## config.mk

```make
export PLATFORM = sky130hd
export DESIGN_NAME = io_dev_decoder
export DESIGN_NICKNAME = d
export VERILOG_FILES = /design/src/rtl/io_dev_decoder.sv
export SDC_FILE = /design/constraint.sdc
export NUM_CORES = 1
export LEC_CHECK = 0
export BUFFER_PORTS_ARGS = -buffer_cell sky130_fd_sc_hd__buf_2
export CORE_AREA = 2 2 193 195
export DETAILED_ROUTE_END_ITERATION = 16
export DIE_AREA = 0 0 195 197
export PLACE_DENSITY_LB_ADDON = 0.25
export SLEW_MARGIN = 40
export SYNTH_ARGS = -nofsm -noshare
export SYNTH_HDL_FRONTEND = slang
export SYNTH_SLANG_ARGS = --single-unit
export TNS_END_PERCENT = 100
```

## constraint.sdc

```tcl
create_clock -name clk_i -period 2.1 [get_ports clk_i]
set_input_delay 0.42 -clock clk_i [delete_from_list [all_inputs] [get_ports clk_i]]
set_output_delay 0.42 -clock clk_i [all_outputs]
set_load 0.02 [all_outputs]
```

## src/rtl/io_dev_decoder.sv

```systemverilog
// Fans the bridge's single classic-bus request out to NDEV one-hot peripheral slots, muxes ack/data back, and errors out unpopulated or silent slots.
// Latency: 2 + device latency clocks from request to s_ack_o; 1 clock for an unpopulated slot; every output is registered.
// Backpressure: s_stall_o stays high from request capture until the bridge drops s_stb_i after the ack. Optional error status is enabled by IO_DEV_ERR_IRQ_EN.
module io_dev_decoder #(
    parameter int              NDEV      = 8,
    parameter int              DEV_LSB   = 16,
    parameter logic [NDEV-1:0] DEV_MASK  = 8'h7F,
    parameter int              TO_CYCLES = 255,
    parameter logic [31:0]     ERR_DATA  = 32'hDEADBEEF
) (
    input  logic              clk_i,
    input  logic              rst_ni,
    input  logic              s_cyc_i,
    input  logic              s_stb_i,
    input  logic              s_we_i,
    input  logic [3:0]        s_sel_i,
    input  logic [31:0]       s_adr_i,
    input  logic [31:0]       s_dat_i,
    output logic              s_ack_o,
    output logic              s_stall_o,
    output logic [31:0]       s_dat_o,
    output logic [NDEV-1:0]   dev_cyc_o,
    output logic [NDEV-1:0]   dev_stb_o,
    output logic              dev_we_o,
    output logic [3:0]        dev_sel_o,
    output logic [31:0]       dev_adr_o,
    output logic [31:0]       dev_dat_o,
    input  logic [NDEV-1:0]   dev_ack_i,
    input  logic [NDEV*32-1:0] dev_dat_i,
    output logic              to_o,
    output logic [31:0]       err_adr_o
`ifdef IO_DEV_ERR_IRQ_EN
    ,
    input  logic              err_clr_i,
    output logic              err_irq_o,
    output logic [7:0]        err_cnt_o
`endif
);

    localparam int              IW      = $clog2(NDEV);
    localparam logic [15:0]     TO_LAST = 16'(TO_CYCLES - 1);
    localparam logic [NDEV-1:0] ONE     = NDEV'(1);

    typedef enum logic [1:0] {
        ST_IDLE   = 2'd0,
        ST_ACTIVE = 2'd1,
        ST_RESP   = 2'd2
    } state_t;

    state_t          state;
    logic [IW-1:0]   sel_idx;
    logic [15:0]     to_cnt;

    logic [IW-1:0]   req_idx;
    logic            req;
    logic            req_pop;
    logic            sel_ack;
    logic [31:0]     sel_dat;
    logic            to_hit;

    // Decode the incoming slot and pick the selected slot's ack/data.
    always_comb begin
        req_idx = s_adr_i[DEV_LSB +: IW];
        req     = s_cyc_i & s_stb_i;
        req_pop = DEV_MASK[req_idx];
        sel_ack = dev_ack_i[sel_idx];
        sel_dat = dev_dat_i[{sel_idx, 5'd0} +: 32];
        to_hit  = (to_cnt == TO_LAST);
    end

    // Request/response FSM; all bus outputs are registered here.
    always_ff @(posedge clk_i or negedge rst_ni) begin
        if (!rst_ni) begin
            state     <= ST_IDLE;
            sel_idx   <= '0;
            to_cnt    <= '0;
            s_ack_o   <= 1'b0;
            s_stall_o <= 1'b0;
            s_dat_o   <= '0;
            dev_cyc_o <= '0;
            dev_stb_o <= '0;
            dev_we_o  <= 1'b0;
            dev_sel_o <= '0;
            dev_adr_o <= '0;
            dev_dat_o <= '0;
            to_o      <= 1'b0;
            err_adr_o <= '0;
        end else begin
            to_o <= 1'b0;
            case (state)
                ST_IDLE: begin
                    if (req) begin
                        dev_we_o  <= s_we_i;
                        dev_sel_o <= s_sel_i;
                        dev_adr_o <= s_adr_i;
                        dev_dat_o <= s_dat_i;
                        s_stall_o <= 1'b1;
                        sel_idx   <= req_idx;
                        if (req_pop) begin
                            dev_cyc_o <= ONE << req_idx;
                            dev_stb_o <= ONE << req_idx;
                            to_cnt    <= '0;
                            state     <= ST_ACTIVE;
                        end else begin
                            // Nothing lives at this slot: answer at once with an error.
                            s_ack_o   <= 1'b1;
                            s_dat_o   <= ERR_DATA;
                            err_adr_o <= s_adr_i;
                            state     <= ST_RESP;
                        end
                    end
                end
                ST_ACTIVE: begin
                    if (!s_cyc_i) begin
                        // Bridge abandoned the cycle: release the slot silently.
                        dev_cyc_o <= '0;
                        dev_stb_o <= '0;
                        s_stall_o <= 1'b0;
                        state     <= ST_IDLE;
                    end else if (sel_ack) begin
                        // Ack is checked before the timeout so a last-cycle ack still wins.
                        dev_cyc_o <= '0;
                        dev_stb_o <= '0;
                        s_ack_o   <= 1'b1;
                        s_dat_o   <= sel_dat;
                        state     <= ST_RESP;
                    end else if (to_hit) begin
                        dev_cyc_o <= '0;
                        dev_stb_o <= '0;
                        s_ack_o   <= 1'b1;
                        s_dat_o   <= ERR_DATA;
                        to_o      <= 1'b1;
                        err_adr_o <= dev_adr_o;
                        state     <= ST_RESP;
                    end else begin
                        to_cnt <= to_cnt + 16'd1;
                    end
                end
                ST_RESP: begin
                    // Hold the response until the bridge lowers its strobe.
                    if (!s_stb_i) begin
                        s_ack_o   <= 1'b0;
                        s_dat_o   <= '0;
                        s_stall_o <= 1'b0;
                        state     <= ST_IDLE;
                    end
                end
                default: state <= ST_IDLE;
            endcase
        end
    end

`ifdef IO_DEV_ERR_IRQ_EN
    logic err_evt;

    // An error response is issued on this edge (unpopulated slot or timeout).
    always_comb begin
        err_evt = ((state == ST_IDLE) && req && !req_pop) ||
                  ((state == ST_ACTIVE) && s_cyc_i && !sel_ack && to_hit);
    end

    // Sticky error flag and saturating error count; a new error beats a clear.
    always_ff @(posedge clk_i or negedge rst_ni) begin
        if (!rst_ni) begin
            err_irq_o <= 1'b0;
            err_cnt_o <= '0;
        end else begin
            if (err_evt)
                err_irq_o <= 1'b1;
            else if (err_clr_i)
                err_irq_o <= 1'b0;

            if (err_clr_i)
                err_cnt_o <= err_evt ? 8'd1 : 8'd0;
            else if (err_evt && (err_cnt_o != 8'hFF))
                err_cnt_o <= err_cnt_o + 8'd1;
        end
    end
`endif

endmodule

```

### After elaboration in Yosys (flattened, before gate mapping)

Memories as Yosys holds them, arrays and structs flattened.
Cells that the tools add are included.

* add/sub/neg operators: 1
* reduce and logical (&&, ||, !) cells: 10
* shifts and indexed selects: 2
* bitwise operators: 1
* $lt $le $gt $ge: 2
* muxes and demuxes: 49
* eq/ne operators: 14

Operator list (count)
* $mux W32: 11
* $shiftx A256 B9 Y32: 1
* $pmux W32 S3: 1
* $mux W16: 5
* $pmux W32 S2: 1
* $mux W8: 5
* $pmux W16 S2: 1
* $ne A2 B2 Y1 const B: 9
* $reduce_and A6 Y1: 3
* $add A16 B1 Y16 const B: 1
* $eq A16 B8 Y1 const B: 1
* $pmux W8 S2: 1
* $mux W1: 14
* $mux W2: 6
* $lt A3 B4 Y1 const B: 2
* $reduce_and A4 Y1: 2
* $shl A1 B3 Y8 const A: 1
* $pmux W1 S3: 2
* $pmux W2 S3: 1
* $ne A4 B4 Y1 const B: 1
* $bmux W1 S3: 1
* $ne A3 B3 Y1 const B: 1
* $reduce_and A3 Y1: 1
* $reduce_bool A3 Y1: 1
* other kinds (6): 6

* input bits: 337
* bits in registers: 165
* logic and storage cells: 93
* memories kept: 1
* output and inout bits: 152
* memory bits (read-only): 8

Memory list
* (no name shown): depth 8, width 1, rd ports 1, clocked after memory_dff 0, wr ports 0, line 65 `req_pop = DEV_MASK[req_idx];`

### Longest topological paths before layout

* depth after elaboration: 5
* depth in mapped cells: 10
* gate-level depth less buffers: 7

### Worst setup path after synthesis

Ideal clock, no wire load.

* kind: reg2reg
* from: reg dev_adr_o[16] (netlist name)
* to: reg err_adr_o[10]
* data required time: 1.975 ns
* arrival: 2.128 ns
* setup time: 0.125 ns
* period minus slack after synthesis: 2.252 ns
* buffers on the path: 2
* stages on the path, launching flop included: 8
* setup slack: -0.152 ns
* cells stage by stage: dfrtp_1 > buf_2 > mux2_2 > o22ai_4 > nor3_4 > a211oi_4 > buf_6 > mux2_2

RTL lines
* end signal, assigned: line 108 `err_adr_o <= s_adr_i;`
* end signal, assigned: line 133 `err_adr_o <= dev_adr_o;`
* end, declared: line 31 `output logic [31:0] err_adr_o`

==> impl_metrics.env <==
export IMPL_cts_reportedPaths_clkPinSlew_ns=0.07
export IMPL_p_leak_nw=6.63
export IMPL_avgSynthCellArea_um2=13.6
export IMPL_synthMuxAreaShare_pct=36.4
export IMPL_path_cells="mux2_4 > o22ai_4 > nor3_4 > a211oi_4 > buf_6 > clkbuf_16 > mux2_4"
export IMPL_hold_path_class="input pin to register"
export IMPL_synth_seq_area_share_pct=44.3
export IMPL_cts_buffer_depth=2
export IMPL_final_util_pct=38.2
export IMPL_syn_area_mm2=0.00916
export IMPL_rsz0062_at_grt="true"
export IMPL_drive_above_1_share_pct=68.8
export IMPL_cts_root_buf="clkbuf_16"
export IMPL_htreeDepth=4
export IMPL_rows=70
export IMPL_firstDrtPassIters=4
export IMPL_clock_skew_ns=0.0173
export IMPL_grt_max_degree=70
export IMPL_violations="setup timing"
export IMPL_synth_compound_area_share_pct=7.99
export IMPL_cts_tree="built"
export IMPL_routedWlPerCell_um=22.8
export IMPL_drv_cap=0
export IMPL_yosysWarnings=0
export IMPL_place_area_mm2=0.0125
export IMPL_drt_initial_drc_count=437
export IMPL_grt_pass1_vias=8561
export IMPL_cts_buffers=17
export IMPL_yosys_area_share_simple_pct=6.90
export IMPL_antenna_left=0
export IMPL_fp_coreArea_mm2=0.0363
export IMPL_synth_distinct_cells=54
export IMPL_synth_edf_count=0
export IMPL_synth_top_family_by_area="multiplexers"
export IMPL_place_congestion=0.897
export IMPL_drc_errors=0
export IMPL_synth_flop_cell="dfrtp_1"
export IMPL_synth_seq_cells=162
export IMPL_netlist_instances=675
export IMPL_final_common_cell="buf_2"
export IMPL_fmax_mhz=460
export IMPL_mostFrequentLayoutCells="buf_2, dfrtp_1, mux2_2"
export IMPL_overflow=0
export IMPL_worstSetupPathType="register to register"
export IMPL_synthAdderAreaFrac_pct=0.820
export IMPL_worst_pin_slew_ns=0.565
export IMPL_fin_crit_ns=2.17
export IMPL_fp_dieArea_mm2=0.0384
export IMPL_layout_nets=1554
export IMPL_vias_per_cell=4.83
export IMPL_cpMostUsedCell="mux2_4"
export IMPL_crit_path_end_kind="register"
export IMPL_finalHoldViolCount=0
export IMPL_dpl_worst_slack_ns=-0.190
export IMPL_die_y_um=197
export IMPL_crit_path_max_incr_delay_ns=0.52
export IMPL_fin_ws_ns=-0.0746
export IMPL_boundaryPins=489
export IMPL_required_ns=2.42
export IMPL_dp_hpwl_um=28900
export IMPL_final_cell_area_mm2=0.0139
export IMPL_critPathArrivalTime_ns=2.50
export IMPL_powerDensity_mw_per_mm2=1630
export IMPL_finalPower_mw=22.6
export IMPL_routed_wirelength_um=38600
export IMPL_io_buffers=488
export IMPL_synthArstFlopShare_pct=100
export IMPL_fin_tns_setup_ns=-1.93
export IMPL_ir_drop_uv=769
export IMPL_num_vias=8206
export IMPL_syn_nets=1018
export IMPL_grt_pass1_wl_um=54800
export IMPL_fin_crit_sh_pct=104
export IMPL_track_usage_pct=19.2
export IMPL_start_util_pct=25.3
export IMPL_status="complete, but fails checks"
export IMPL_start_kind="register"
export IMPL_finalMaxSlewViolations=0
export IMPL_worstSkewPairLatency_ns=0.44
export IMPL_area_delta_synth_final_pct=51.3
export IMPL_cts_sinks=162
export IMPL_maxSlewHeadroom_pct=62.3
export IMPL_die_x_um=195
export IMPL_critical_path_slowest_cell="dfrtp_4"
export IMPL_setup_viol=49
export IMPL_synth_xor_xnor_area_share_pct=0
export IMPL_antenna_found_initial=14
export IMPL_crit_fanout=8
[path summary, 6_finish.rpt]
| path | startpoint | end | slack [ns] | depth (start not counted) |
|---|---|---|---|---|
| min in group asynchronous | rst_ni | dev_adr_o[19] | 0.47 | 2 |
| hold reg to reg | s_dat_o[17] | s_dat_o[17] | 0.48 | 1 |
| max in group asynchronous | rst_ni | dev_dat_o[23] | 1.01 | 3 |
| setup / recovery | dev_adr_o[16] | err_adr_o[0] | -0.07 | 7 |
| hold / removal | s_dat_i[6] | dev_dat_o[6] | 0.21 | 2 |
| setup reg to reg | dev_adr_o[16] | err_adr_o[0] | -0.07 | 7 |
[layout make-up]
type                       instances  area, µm²
antenna                            6       15.0
clock buffer                      19        443
clock inverter                    13        164
fill                            3615      22400
inverter                           7       26.3
multi-input combinational        446       5000
sequential                       162       4060
tap                              468        586
timing repair buffer             577       3560
[power by group]
group | leakage, nW | switching (mW) | internal (mW)
clock | 0.292 | 1.51 | 1.84
sequential | 1.97 | 0.949 | 4.63
combinational | 4.36 | 6.96 | 6.74
[layer usage]
layer | part of all wire [%] | vias up | GRT usage (%)
met1 | 44 | 4151 | 25.2
li1 | - | 3694 | -
met4 | 1.2 | 14 | 4.10
met2 | 46 | 305 | 30.2
met5 | 0.26 | - | 0
met3 | 9.1 | 42 | 7.32
[cell usage after synthesis, types with 6 or more instances]
| cell type | number | area, µm² |
|---|---|---|
| clkbuf_1 | 23 | 86.3 |
| dfrtp_1 | 162 | 4050 |
| a22o_1 | 35 | 307 |
| ha_1 | 6 | 75.1 |
| buf_2 | 16 | 80.1 |
| nor3_1 | 18 | 90.1 |
| buf_4 | 10 | 75.1 |
| nand3_1 | 9 | 45.0 |
| inv_1 | 7 | 26.3 |
| mux2_2 | 139 | 1570 |
| and3_1 | 9 | 56.3 |
| a221o_1 | 6 | 60.1 |
| mux2i_1 | 29 | 290 |
| buf_1 | 8 | 30.0 |
| nand2_1 | 54 | 203 |
| mux4_2 | 64 | 1440 |
[metrics by stage]
step,hold WS (ns),instances
2_1_floorplan,0.124,675
3_3_place_gp,0.371,1632
3_5_place_dp,0.375,1632
4_1_cts,0.189,1673
5_1_grt,0.193,1696
6_report,0.214,1698
[sequential cells by signal (all words and copies together) (netlist names)]
signal,flops
dev_adr_o,32
dev_dat_o,32
err_adr_o,32
s_dat_o,32
to_cnt,16
dev_stb_o,8
dev_sel_o,4
state,2
dev_we_o,1
s_ack_o,1
s_stall_o,1
to_o,1
[repair_timing]
| item | in CTS | in global routing |
|---|---|---|
| gates cloned | 3 | 10 |
| hold buffers | 1 | 0 |
| endpoints found under the hold margin | 36 | 0 |
| resized for setup | 18 | 55 |
| buffers inserted | 5 | 9 |
| pin swaps | 3 | 7 |
| endpoints found under the setup margin | 73 | 89 |
[worst max-delay path: cells and delay by family (launching register included)]
kind / cells / cell delay (ns)
buf+inv: 2 / 0.35
compound gates: 2 / 0.49
simple gates: 1 / 0.08
flops: 1 / 0.52
mux: 2 / 0.63
[kinds of logic after synthesis]
| kind of cell | after synthesis |
|---|---|
| compound gates | 83 |
| mux | 235 |
| buf+inv | 67 |
| simple gates | 122 |
| flops | 162 |
| fa+ha+maj | 6 |
Power figures use the tool's default switching activity.
